$ cat src/rtl/lfsr_stream_cipher.sv
// lfsr_stream_cipher
// Loads pre_len / taps / seed from data memory, then streams MSG_LEN words
// through an XOR with a Fibonacci LFSR keystream. Encrypt prepends a PAD
// preamble; decrypt skips over it without writing.
// Build option: define LFSR_PARITY_EN (DW = 8) to carry a 7-bit payload with
// even parity in the top bit; decrypt then reports odd-parity reads on
// parity_err. Without it, parity_err stays 0 and all DW bits are XORed.
module lfsr_stream_cipher #(
    parameter int            DW       = 8,
    parameter int            AW       = 8,
    parameter int            LW       = 6,
    parameter int            MSG_LEN  = 61,
    parameter int            MAX_PRE  = 15,
    parameter int            CFG_BASE = 61,
    parameter int            SRC_BASE = 0,
    parameter int            DST_BASE = 64,
    parameter logic [DW-1:0] PAD      = DW'(8'h5F)
) (
    input  logic          clk,
    input  logic          init_n,
    input  logic          start,
    input  logic          mode,
    output logic          busy,
    output logic          done,
    output logic [AW-1:0] mem_raddr,
    input  logic [DW-1:0] mem_rdata,
    output logic          mem_we,
    output logic [AW-1:0] mem_waddr,
    output logic [DW-1:0] mem_wdata,
    output logic          parity_err
);

    localparam int PW = $clog2(MAX_PRE + 1);
    localparam int IW = $clog2(MAX_PRE + MSG_LEN + 1);

    typedef enum logic [2:0] {
        IDLE, LD_PRE, LD_TAPS, LD_SEED, SEED, STREAM, DONE
    } state_t;

    state_t        state;
    logic          mode_q;
    logic [PW-1:0] pre_len;
    logic [LW-1:0] taps;
    logic [LW-1:0] seed;
    logic [LW-1:0] lfsr;
    logic [IW-1:0] idx;

    logic [DW-1:0] key;
    logic [AW-1:0] idx_a;
    logic [AW-1:0] pre_a;
    logic          in_pre;
    logic          last_idx;
    logic          par_fail;

    // Saturate the preamble length read from memory.
    function automatic logic [PW-1:0] clamp_pre(input logic [DW-1:0] raw);
        if (raw > DW'(MAX_PRE)) return PW'(MAX_PRE);
        return raw[PW-1:0];
    endfunction

    // An all-zero LFSR never leaves zero, so substitute 1.
    function automatic logic [LW-1:0] fix_seed(input logic [LW-1:0] raw);
        return (raw == '0) ? LW'(1) : raw;
    endfunction

    // Shape an encrypted word before it is written.
    function automatic logic [DW-1:0] enc_out(input logic [DW-1:0] x);
`ifdef LFSR_PARITY_EN
        return {^x[DW-2:0], x[DW-2:0]};
`else
        return x;
`endif
    endfunction

    // Shape a decrypted word before it is written.
    function automatic logic [DW-1:0] dec_out(input logic [DW-1:0] x);
`ifdef LFSR_PARITY_EN
        return {1'b0, x[DW-2:0]};
`else
        return x;
`endif
    endfunction

    assign key      = DW'(lfsr);
    assign idx_a    = AW'(idx);
    assign pre_a    = AW'(pre_len);
    assign in_pre   = (idx < IW'(pre_len));
    assign last_idx = (idx == IW'(pre_len) + IW'(MSG_LEN - 1));

    // Control FSM: config load, keystream advance, busy/done/parity flags.
    always_ff @(posedge clk or negedge init_n) begin
        if (!init_n) begin
            state      <= IDLE;
            mode_q     <= 1'b0;
            pre_len    <= '0;
            taps       <= '0;
            seed       <= '0;
            lfsr       <= '0;
            idx        <= '0;
            busy       <= 1'b0;
            done       <= 1'b0;
            parity_err <= 1'b0;
        end else begin
            case (state)
                IDLE: begin
                    done <= 1'b0;
                    if (start) begin
                        mode_q     <= mode;
                        busy       <= 1'b1;
                        parity_err <= 1'b0;
                        state      <= LD_PRE;
                    end
                end
                LD_PRE: begin
                    pre_len <= clamp_pre(mem_rdata);
                    state   <= LD_TAPS;
                end
                LD_TAPS: begin
                    taps  <= mem_rdata[LW-1:0];
                    state <= LD_SEED;
                end
                LD_SEED: begin
                    seed  <= fix_seed(mem_rdata[LW-1:0]);
                    state <= SEED;
                end
                SEED: begin
                    lfsr  <= seed;
                    idx   <= '0;
                    state <= STREAM;
                end
                STREAM: begin
                    lfsr <= {lfsr[LW-2:0], ^(lfsr & taps)};
                    idx  <= idx + IW'(1);
                    if (par_fail) parity_err <= 1'b1;
                    if (last_idx) begin
                        busy  <= 1'b0;
                        done  <= 1'b1;
                        state <= DONE;
                    end
                end
                DONE: begin
                    done  <= 1'b0;
                    state <= IDLE;
                end
                default: state <= IDLE;
            endcase
        end
    end

    // Memory addressing and XOR datapath, driven from the current state.
    always_comb begin
        mem_raddr = '0;
        mem_we    = 1'b0;
        mem_waddr = '0;
        mem_wdata = '0;
        par_fail  = 1'b0;
        case (state)
            LD_PRE:  mem_raddr = AW'(CFG_BASE);
            LD_TAPS: mem_raddr = AW'(CFG_BASE + 1);
            LD_SEED: mem_raddr = AW'(CFG_BASE + 2);
            STREAM: begin
                if (!mode_q) begin
                    mem_we    = 1'b1;
                    mem_waddr = AW'(DST_BASE) + idx_a;
                    if (in_pre) begin
                        mem_wdata = enc_out(PAD ^ key);
                    end else begin
                        mem_raddr = AW'(SRC_BASE) + idx_a - pre_a;
                        mem_wdata = enc_out(mem_rdata ^ key);
                    end
                end else begin
                    mem_raddr = AW'(SRC_BASE) + idx_a;
                    if (!in_pre) begin
                        mem_we    = 1'b1;
                        mem_waddr = AW'(DST_BASE) + idx_a - pre_a;
                        mem_wdata = dec_out(mem_rdata ^ key);
`ifdef LFSR_PARITY_EN
                        par_fail  = ^mem_rdata;
`endif
                    end
                end
            end
            default: ;
        endcase
    end

endmodule
$ cat config.mk
export PLATFORM = sky130hd
export DESIGN_NAME = lfsr_stream_cipher
export DESIGN_NICKNAME = d
export VERILOG_FILES = /design/src/rtl/lfsr_stream_cipher.sv
export SDC_FILE = /design/constraint.sdc
export NUM_CORES = 1
export LEC_CHECK = 0
export CAP_MARGIN = 15
export CELL_PAD_IN_SITES_DETAIL_PLACEMENT = 1
export CELL_PAD_IN_SITES_GLOBAL_PLACEMENT = 1
export CORE_AREA = 2 2 85 103
export DETAILED_ROUTE_END_ITERATION = 7
export DIE_AREA = 0 0 87 105
export PLACE_DENSITY_LB_ADDON = 0.15
export SKIP_LAST_GASP = 1
export SLEW_MARGIN = 20
export SYNTH_ARGS = -nofsm -noshare
export SYNTH_HDL_FRONTEND = slang
export SYNTH_SLANG_ARGS = --single-unit
export TNS_END_PERCENT = 50
$ cat constraint.sdc
create_clock -name clk -period 3.58 [get_ports clk]
set_clock_uncertainty 0.1 [all_clocks]
set_input_delay 0.716 -clock clk [delete_from_list [all_inputs] [get_ports clk]]
set_output_delay 0.716 -clock clk [all_outputs]
set_load 0.05 [all_outputs]
==> Word level (Yosys, flattened, before mapping) <==
Cells that the tools add are included.
{ "totals": {"regBits": 35} }
{ "op_classes": {"add_sub_neg": 5, "magnitude_cmp": 2, "n_eq_ne": 9, "mux": 28, "n_bitwise": 3, "n_reduce_logical": 11} }
{ "op_table": {"columns": ["op", "n"], "rows": [
  ["2-to-1 mux 8 bit", 9],
  ["one-hot mux 8 bit (4 select lines)", 1],
  ["one-hot mux 3 bit (6 select lines)", 1],
  ["one-hot mux 7 bit (2 select lines)", 1],
  ["one-hot mux 6 bit (2 select lines)", 1],
  ["equality test 3 bit (second input constant)", 3],
  ["adder 7 x 7 -> 8 bit (first input constant)", 1],
  ["> comparator 8 x 4 -> 1 bit (second input constant)", 1],
  ["2-to-1 mux 1 bit", 8],
  ["2-to-1 mux 4 bit", 2],
  ["subtractor 7 x 4 -> 8 bit", 1],
  ["subtractor 8 x 4 -> 8 bit", 1],
  ["bitwise XOR 8 x 6 -> 8 bit", 1],
  ["adder 4 x 6 -> 7 bit (second input constant)", 1],
  ["adder 7 x 1 -> 7 bit (second input constant)", 1],
  ["equality test 7 bit", 1],
  ["< comparator 7 x 4 -> 1 bit", 1],
  ["bitwise AND 6 bit", 1],
  ["equality test 3 x 2 -> 1 bit (second input constant)", 2],
  ["zero test 6 bit", 1],
  ["2-to-1 mux 3 bit", 2],
  ["2-to-1 mux 6 bit", 1],
  ["inverter 5 -> 6 bit", 1],
  ["AND reduction 2 bit", 3],
  ["other kinds (8)", 12]
]} }

==> Longest topological paths before layout <==
Gate-level depths: netlist of run 1.
{ "logic_depth": {"word_depth": 5, "ltp_mapped": 10, "ltp_nobuf": 8} }

==> Worst setup path before layout of run 1 <==
No wires, ideal clock.
{ "synth_path": {"path_type": "register -> output", "start": "register idx[2]", "end": "output mem_waddr[6]", "arrival_ps": 2832, "required_time_ps": 2764, "path_slack_ps": -68, "path_stages_with_launch": 7, "n_path_buf": 0, "path_cell_list": "dfrtp_1 -> ha_1 -> nor2b_1 -> o21a_1 -> or3b_2 -> nand2_1 -> nor3b_1"} }
{ "synth_between": {"elab_chain_cells": 5, "elab_cells_between_ends": 6} }
{ "synth_rtl": {"columns": ["element", "line_no", "source"], "rows": [
  ["start: declaration", "46", "logic [IW-1:0] idx;"],
  ["start signal: assignment", "133", "idx <= idx + IW'(1);"],
  ["adder 7 x 7 -> 8 bit", "164, 175", null],
  ["subtractor 8 x 4 -> 8 bit", "175", "mem_waddr = AW'(DST_BASE) + idx_a - pre_a;"],
  ["2-to-1 mux 8 bit", "173", "if (!in_pre) begin"],
  ["2-to-1 mux 8 bit (*)", "162", "if (!mode_q) begin"],
  ["2-to-1 mux 8 bit (*)", "157", "case (state)"],
  ["end: declaration", "28", "output logic [AW-1:0] mem_waddr,"]
]} }
Mark *: on every way between the ends. The rest lies on a longest branch, timed or not.

==> Final worst setup path of run 1 <==
{ "layout_path": {"start": "register pre_len[0]", "end": "output mem_raddr[0]"} }
{ "layout_between": {"elab_chain_cells": 4, "elab_cells_between_ends": 5} }
{ "layout_rtl": {"columns": ["element", "line_no", "source"], "rows": [
  ["start: declaration", "42", "logic [PW-1:0] pre_len;"],
  ["start signal: assignment", "115", "pre_len <= clamp_pre(mem_rdata);"],
  ["subtractor 7 x 4 -> 8 bit or < comparator 7 x 4 -> 1 bit (tied branches)", "168, 87", null],
  ["2-to-1 mux 8 bit (*)", "165", "if (in_pre) begin"],
  ["2-to-1 mux 8 bit (*)", "162", null],
  ["one-hot mux 8 bit (4 select lines) (*)", "157", null],
  ["end: declaration", "25", "output logic [AW-1:0] mem_raddr,"]
]} }
Marks and branches as above.

==> results.py, run 1 <==
metrics = {
    "route": {
        "wl_um": 7290,
        "drtIter0Drc": 55,
        "wl_per_cell_um": 18.0,
        "vias": 2178,
        "drc": 0,
        "ant_nets": 0,
        "via_per_inst": 5.39,
        "dr.pass1.iters": 4,
    },
    "sta": {
        "final.setup.tns_ns": 0,
        "worst_hold_slack_ns": 0.407,
        "fmaxAchievable_mhz": 286,
        "worst_pin_slew_ns": 0.912,
        "rsz0062_at_grt": "yes",
        "fin_crit_sh": 0.975,
        "setup_viol": 0,
        "fin_crit_ns": 3.49,
        "relSlewSlack": 0.387,
        "finalHoldViolations": 0,
        "finalMaxSlewViolations": 0,
    },
    "synthesis": {
        "syn_inst": 273,
        "synth-edff-count": 0,
        "syn_area_per_cell_um2": 8.77,
        "syn_nets": 292,
        "synth_seq_area_share": 0.366,
        "synth_area_um2": 2390,
        "synth.area.top_cells": "dfrtp_1, mux2_2, nor3b_1",
        "async_flop_share": 1.00,
        "ys_warn_count": 0,
        "yosysTopAreaCellShare": 0.366,
        "synthFlopType": "dfrtp_1",
        "synth_area_leader_cell": "dfrtp_1",
        "ys_types": 49,
        "ys_ff_latch": 35,
    },
    "global_routing": {
        "grt_max_degree": 36,
        "first_global_vias": 2250,
        "overflow": 0,
        "grtUsageTotal": 0.170,
        "antenna_found_initial": 0,
        "grt_pass1_wl_um": 12100,
    },
    "setup_path": {
        "path_cells": "ha_1, fa_1, nor2b_1, o21a_2, or3_1, buf_4, a21oi_1, nor2_1, buf_12",
        "crit_slowest_cell": "fa_1",
        "critPathBufInv": 2,
        "worstPathMaxFanout": 16,
        "timing.critical_path.slowest_cell_delay_ns": 0.43,
        "cp.arrival_ns": 2.68,
        "critPathTopFamily": "adder cells",
        "critPathKind": "reg -> out",
        "cp-start-kind": "flop",
        "cp.required_ns": 2.76,
        "crit_path_end_kind": "primary output",
    },
    "placement": {
        "port_buffers": 38,
        "postPlaceCellArea_um2": 3120,
        "hpwlAfterDp_um": 5370,
        "gp_congestion": 0.843,
    },
    "cells_and_area": {
        "final_cell_mix": "dfrtp_1, nand2_1, buf_12, nor2_1, o21ai_0",
        "final_cell_area_um2": 3240,
        "finalNetCount": 329,
        "final_common_cell": "dfrtp_1",
        "seqCellArea_um2": 876,
        "nFillCells": 916,
        "layout-drive-gt1-share": 0.233,
        "post-route-util": 0.402,
        "syn_to_final_growth_pct": 35.3,
        "multi_input_area_um2": 1440,
        "diodes": 0,
    },
    "floorplan": {
        "coreArea_um2": 8060,
        "rows": 36,
        "io_pins": 40,
        "dieArea_um2": 9140,
        "die_w_um": 87,
        "die_h_um": 105,
        "start_util": 0.297,
    },
    "pwr": {
        "power_density_nw_per_um2": 788,
        "ir_worst_vdd_v": 0.000324,
        "p_leak_nw": 1.27,
    },
    "clock_network": {
        "clkTransAtPathRegs_ns": 0.07,
        "numCtsBuffers": 5,
        "clk_latency_ns": 0.29,
        "postCtsHoldBufs": 0,
        "htreeDepth": 2,
        "cts_tree": "built",
        "cts_resized": 2,
        "post-cts-setup-buffer-count": 0,
        "clock_sinks": 35,
        "cts_max_path_buffers": 2,
        "root_buffer": "clkbuf_8",
    },
    "run": {
        "maxCapViolCount": 0,
    },
    "run_status": {
        "status": "completed",
    },
    "min_path": {
        "worstHoldPathType": "reg -> reg",
    },
}
[layout make-up]
cell class                      instances  share of cell area
Inverter                               10              0.0116
Timing Repair Buffer                   48               0.214
Sequential cell                        35               0.270
Clock buffer                            6              0.0224
Multi-Input combinational cell        210               0.445
Tap cell                               95              0.0367
[registers in the layout, summed over array words and instances (netlist names)]
register	cells
taps	6
mode_q	1
lfsr	6
seed	6
idx	7
busy	1
done	1
state	3
pre_len	4
[worst paths after layout]
check / start / end / slack (ns) / depth (start not counted)
max: pre_len[0] / mem_raddr[0] / 0.09 / 9
max in group asynchronous: init_n / taps[0] / 2.29 / 2
min reg2reg: seed[4] / seed[4] / 0.41 / 1
min in group asynchronous: init_n / lfsr[2] / 0.75 / 2
max reg2reg: state[0] / taps[2] / 1.40 / 3
min: seed[4] / seed[4] / 0.41 / 1
[Yosys cell counts, types with 7 or more instances]
| cell type | number |
|---|---|
| nand3_1 | 7 |
| clkbuf_1 | 11 |
| nand2_1 | 27 |
| o21ai_0 | 17 |
| mux2_2 | 12 |
| nor3b_1 | 15 |
| dfrtp_1 | 35 |
| a21oi_1 | 19 |
| nor2_1 | 21 |
| nor3_1 | 9 |
| inv_1 | 10 |
| mux2i_1 | 9 |
[per-stage QoR]
stage	instances	power [mW]	setup WS, ns
floorplan	273	1.70	0.0192
global placement	398	2.24	0.148
detailed placement	398	2.28	0.0881
CTS	404	2.56	-0.0245
global route	404	2.75	-0.0520
finish	404	2.55	0.0882
[per-layer routing]
layer  GRT usage  up-vias  share of wire
met3      0.0229       10          0.023
met1       0.216     1084           0.44
li1            -     1045              -
met4      0.0558        0          0.021
met2       0.292       39           0.51
met5           0        -              0
[kinds of logic (layout without fill, tap and decap cells)]
family,count (synthesis),count (layout),synth area share
adders and majority gates,7,7,0.0397
xor gates and xnor gates,7,7,0.0256
and+or+nand+nor,108,108,0.240
DFF,35,35,0.366
AOI/OAI and AO/OA,66,66,0.180
muxes,21,21,0.0941
buffers and inverters,28,64,0.0528
other,1,1,0.00157
[where the power goes]
| group | switching (mW) | internal, mW | total (mW) |
|---|---|---|---|
| Clock | 0.134 | 0.130 | 0.264 |
| Sequential | 0.216 | 0.547 | 0.763 |
| Combinational | 0.839 | 0.688 | 1.53 |
(Power assumes the default switching activity.)
==> inputs of run 2 (changes only) <==
- CTS_CLUSTER_SIZE: default -> 16
==> results of run 2 <==
Same layout as run 1: the final DEF is identical, and so are final timing and power.
